**src/rtl/i_fetch.sv**
```systemverilog
// Instruction fetch stage: owns the PC, addresses instruction memory and
// loads the IF/ID latch with the fetched word and its next-PC.
module i_fetch #(
  parameter int unsigned MEM_DEPTH = 128,
  parameter logic [31:0] RESET_PC  = 32'd0
) (
  input  logic        clk,
  input  logic        rst,
  input  logic        stall,
  input  logic        flush,
  input  logic        pc_src,
  input  logic [31:0] ex_npc,
  input  logic [31:0] mem_data,
  output logic [31:0] mem_addr,
  output logic [31:0] if_id_instr,
  output logic [31:0] if_id_npc,
  output logic        if_id_valid,
  output logic [31:0] fetch_count
);

  localparam logic [31:0] PC_MASK = 32'(MEM_DEPTH - 1);

  logic [31:0] pc;
  logic [31:0] pc_next_seq;

  assign pc_next_seq = (pc + 32'd1) & PC_MASK;
  assign mem_addr    = pc;

  // Priority: reset, branch redirect, stall+flush, stall, flush, normal fetch.
  always_ff @(posedge clk) begin
    if (rst) begin
      pc          <= RESET_PC & PC_MASK;
      if_id_instr <= '0;
      if_id_npc   <= '0;
      if_id_valid <= 1'b0;
      fetch_count <= '0;
    end else if (pc_src) begin
      pc          <= ex_npc & PC_MASK;
      if_id_instr <= '0;
      if_id_npc   <= '0;
      if_id_valid <= 1'b0;
    end else if (stall && flush) begin
      if_id_instr <= '0;
      if_id_npc   <= '0;
      if_id_valid <= 1'b0;
    end else if (stall) begin
      pc          <= pc;
    end else if (flush) begin
      pc          <= pc_next_seq;
      if_id_instr <= '0;
      if_id_npc   <= '0;
      if_id_valid <= 1'b0;
    end else begin
      pc          <= pc_next_seq;
      if_id_instr <= mem_data;
      if_id_npc   <= pc_next_seq;
      if_id_valid <= 1'b1;
      fetch_count <= fetch_count + 32'd1;
    end
  end

endmodule
```
**config.mk**
```make
export PLATFORM = sky130hd
export DESIGN_NAME = i_fetch
export DESIGN_NICKNAME = d
export VERILOG_FILES = /design/src/rtl/i_fetch.sv
export SDC_FILE = /design/constraint.sdc
export NUM_CORES = 1
export LEC_CHECK = 0
export ABC_AREA = 1
export CAP_MARGIN = 20
export CORE_ASPECT_RATIO = 1.2
export CORE_MARGIN = 3
export CORE_UTILIZATION = 40
export CTS_CLUSTER_SIZE = 12
export DETAILED_ROUTE_END_ITERATION = 16
export PLACE_DENSITY = 0.83
export SETUP_SLACK_MARGIN = 0.02
export SLEW_MARGIN = 20
export SYNTH_ARGS = -nofsm -noshare
export SYNTH_HDL_FRONTEND = slang
export SYNTH_SLANG_ARGS = --single-unit
```
**constraint.sdc**
```tcl
create_clock -name clk -period 2.04 [get_ports clk]
set_input_delay 0.612 -clock clk [delete_from_list [all_inputs] [get_ports clk]]
set_output_delay 0.612 -clock clk [all_outputs]
set_load 0.03 [all_outputs]
```
# [After elaboration in Yosys (flattened, before gate mapping)]
# Cells that the tools add are included.
[word_totals] regBits=104 elab_cells=23
[op_classes] add_sub_neg=2 eq_ne=2 n_mux=6 n_bitwise=4 reduce_logical=4
[ops] op="$add A32 B1 Y32 const B" n=1
[ops] op="$mux W32" n=1
[ops] op="$mux W7" n=4
[ops] op="$add A7 B1 Y7 const B" n=1
[ops] op="$not A1 Y1" n=4
[ops] op="$reduce_and A4 Y1" n=1
[ops] op="$reduce_or A3 Y1" n=1
[ops] op="$ne A2 B1 Y1 const B" n=1
[ops] op="$ne A2 B2 Y1 const B" n=1
[ops] op="$reduce_and A2 Y1" n=1
[ops] op="$logic_and A1 B1 Y1" n=1
[ops] op="$mux W1" n=1

# [Depth between registers and ports, before layout]
# Gate-level depths: netlist of the first run.
[depth] word_depth=4 mapped_depth=10

# [Worst setup path before layout of the first run]
# No wires, ideal clock.
[synth_path] path_type="register -> register" from="register fetch_count[1]" to="register fetch_count[26]" setup_ns=0.116 arrival_ns=1.534 slack_ns=0.390 path_stages_with_launch=9 period_less_slack_ns=1.650 path_cell_list="dfxtp_1 > ha_1 > nand3_1 > nor2_4 > nand3_2 > nor2_2 > nand3_1 > nand2_1 > nor2_1"
[synth_between] elab_chain_len=1
[synth_rtl] element="start: declaration" line_no="18" source="output logic [31:0] fetch_count"
[synth_rtl] element="start signal: assignment" line_no="58" source="fetch_count <= fetch_count + 32'd1;"
[synth_rtl] element="$add A32 B1 Y32" line_no="58"
# No other way between the ends.
# A chain may end at the register's enable or synchronous reset.

# [Worst setup path in the final report of the first run]
[layout_path] from="register if_id_npc[4]" to="output if_id_npc[4]"
[layout_lines] element="start: declaration" line_no="16" source="output logic [31:0] if_id_npc,"
[layout_lines] element="start signal: assignment" line_no="56" source="if_id_npc <= pc_next_seq;"
# No word-level cell between the ends.

==> reports/qor.tcl, run 1 <==
set qor(grt_antenna_before_repair) 0
set qor(setup_slack_at_placement_ns) -0.190
set qor(power_density_mw_per_mm2) 663
set qor(power.static_leakage_nw) 2.73
set qor(design.portCount) 198
set qor(path_buf_inv) 1
set qor(initial_utilization_pct) 41.3
set qor(cts-buffers-inserted) 9
set qor(cts_tree) {built}
set qor(detailedRoute.firstIterationViolations) 174
set qor(grt_remaining_overflow) 0
set qor(mappedNetlistArea_mm2) 0.00395
set qor(antenna_violating_nets_post_route) 0
set qor(crit_family) {buffers and inverters}
set qor(worstPathCellList) {clkdlybuf4s50_1}
set qor(number_of_storage_elements_in_the_synthesis_netlist) 79
set qor(critical_path_arrival_ns) 1.37
set qor(die_x_um) 96.8
set qor(finalWorstSetupSlack_ns) 0.0610
set qor(worst_setup_path_start_kind) {register}
set qor(synth-seq-area-share_pct) 40.0
set qor(cpPeakStageDelay_ns) 0.69
set qor(clock.fmax_ghz) 0.505
set qor(mostFrequentLayoutCells) {164 x sky130_fd_sc_hd__nand2_1, 79 x sky130_fd_sc_hd__dfxtp_1, 69 x sky130_fd_sc_hd__clkdlybuf4s50_1, 66 x sky130_fd_sc_hd__nor2_1, 55 x sky130_fd_sc_hd__a21oi_1}
set qor(setup-violations-final) 0
set qor(synth_edf_count) 0
set qor(timing.final.max_slew_violations) 0
set qor(ys_async_sr_fraction_pct) 0
set qor(min_period_over_period_pct) 97.0
set qor(route.detailed.wl_per_inst_um) 12.9
set qor(final_nets) 782
set qor(cts_htree_levels) 3
set qor(final_design_area_no_fill_mm2) 0.00560
set qor(drc) 0
set qor(grt_util_all_layers_pct) 19.1
set qor(clk_path_buf_depth) 2
set qor(insertion_delay_ns) 0.34
set qor(antennaDiodeCount) 0
set qor(number_of_global_route_vias_before_repair) 3727
set qor(grt_max_degree) 42
set qor(maxCapViolCount) 0
set qor(irDropWorstVdd_mv) 0.486
set qor(critPathMaxFanout) 2
set qor(layout_cells_sized_above_1_pct) 8.52
set qor(detailedPlacementHpwl_mm) 8.17
set qor(place_inst) 823
set qor(floorplan.die.height_um) 115
set qor(layout.cells.most_common) {sky130_fd_sc_hd__nand2_1}
set qor(layout.cells.non_filler) 839
set qor(wirelength_mm) 10.8
set qor(worst_hold_path_type) {register to register}
set qor(crit_path_top_delay_cell) {sky130_fd_sc_hd__clkdlybuf4s50_1}
set qor(place.port_buffers) 122
set qor(clock_sinks) 79
set qor(first_pass_drt_iterations) 4
set qor(rsz0062_at_grt) {false}
set qor(synth_cell_types) 33
set qor(layout.core_utilization_pct) 58.6
set qor(synthesis.yosys.warnings) 0
set qor(timing_worst_setup_path_type) {register to output port}
set qor(crit_path_end_kind) {output port}
set qor(core-area_mm2) 0.00956
set qor(grt_first_pass_wirelength_mm) 17.3
set qor(avgSynthCellArea_um2) 6.94
set qor(post_cts.repair.setup_buffers) 0
set qor(post_drt_via_cell_ratio) 4.74
set qor(cts.root.buffer_cell) {sky130_fd_sc_hd__clkbuf_16}
set qor(fp.dieArea_mm2) 0.0111
set qor(row_count) 39
set qor(place.gp.congestion) 0.925
set qor(cts_hold_repair.buffers) 0
set qor(outcome) {complete, no violations}
set qor(syn_inst) 570
set qor(clock_skew_ns) 0.00723
set qor(hold_viol) 0
set qor(synth_ff_type) {sky130_fd_sc_hd__dfxtp_1}
set qor(clk_pin_slew_ns) 0.07
set qor(post_dp_cell_area_mm2) 0.00527
set qor(data_required_time_at_the_worst_endpoint_ns) 1.43
set qor(area_growth_pct) 41.6
set qor(totalNegativeSetupSlack_ns) 0
set qor(num_vias) 3976
set qor(final_period_minus_worst_setup_slack_ns) 1.98
registers in the layout (all words and copies together) (netlist names):
signal       cells
if_id_valid      1
if_id_npc        7
if_id_instr     32
fetch_count     32
mem_addr         7
final timing paths:
path                                     start         endpoint  slack, ns  cells after the start
worst min-delay path            if_id_instr[2]   if_id_instr[2]       0.46                      2
worst max-delay path              if_id_npc[4]     if_id_npc[4]       0.06                      1
worst max register to register  fetch_count[1]  fetch_count[26]       0.40                      8
worst min register to register  if_id_instr[2]   if_id_instr[2]       0.46                      2
stage by stage:
step           hold slack [ns]  power, mW
2_1_floorplan            0.584       1.97
3_3_place_gp             0.444       2.07
3_5_place_dp             0.456       2.08
4_1_cts                  0.467       3.75
5_1_grt                  0.481       3.85
6_report                 0.461       3.71
repair_timing:
action / CTS / global route
gates resized for setup: 30 / 23
endpoints found under the hold margin: 0 / 0
setup endpoints to repair: 30 / 23
metal layers:
layer	routed length (µm)	part of all wire, %	global-route usage, %	vias up
met5	0	0	0	-
met4	351	3.3	8.99	0
met3	737	6.8	5.58	23
met2	5490	51	33.6	142
met1	4220	39	21.3	1815
li1	-	-	-	1996
cell families (layout without fill, tap and decap cells):
kind of cell    after synthesis  after routing  synth area share [%]
simple gates                293            293                  32.1
other cells                   1             50                0.0948
compound gates               75             75                  9.91
flops                        79             79                  40.0
xor+xnor                      6              6                  1.33
fa+ha+maj                     2              2                 0.633
buf+inv                     114            211                  15.9
cells in the mapped netlist (5+ instances only):
cell | n | area share [%]
sky130_fd_sc_hd__nand2_1 | 164 | 16
sky130_fd_sc_hd__dfxtp_1 | 79 | 40
sky130_fd_sc_hd__nor2_1 | 66 | 6.3
sky130_fd_sc_hd__a21oi_1 | 55 | 7.0
sky130_fd_sc_hd__buf_4 | 50 | 9.5
sky130_fd_sc_hd__inv_1 | 44 | 4.2
sky130_fd_sc_hd__nand3_1 | 25 | 3.2
sky130_fd_sc_hd__o21ai_0 | 12 | 1.5
sky130_fd_sc_hd__nand4_1 | 10 | 1.6
sky130_fd_sc_hd__clkbuf_1 | 9 | 0.85
sky130_fd_sc_hd__nor3_1 | 9 | 1.1
sky130_fd_sc_hd__buf_2 | 6 | 0.76
sky130_fd_sc_hd__nor2_2 | 6 | 0.95
sky130_fd_sc_hd__xor2_1 | 5 | 1.1
final cells by class:
class,instances,area (µm²)
fillers,872,3960
multi-input cells,426,1930
flip-flops and latches,79,1580
repair buffers,149,1460
clock buffers,9,225
inverters,46,173
well taps,123,154
clock inverters,7,85.1
report_power, final:
part | switching [mW] | internal [mW] | total (mW)
Clock | 0.701 | 0.975 | 1.68
Combinational | 0.297 | 0.156 | 0.453
Sequential | 0.0198 | 1.57 | 1.59
Total | 1.02 | 2.70 | 3.71
Note: power is estimated with default switching activity, not from simulation.
==> inputs of run 2 (changes only) <==
--- a/config.mk
+++ b/config.mk
@@ -6,7 +6,6 @@
 export NUM_CORES = 1
 export LEC_CHECK = 0
 export ABC_AREA = 1
-export CAP_MARGIN = 20
 export CORE_ASPECT_RATIO = 1.2
 export CORE_MARGIN = 3
 export CORE_UTILIZATION = 40
==> results of run 2 <==
The final DEF is identical to that of run 1; final timing and power are the same.
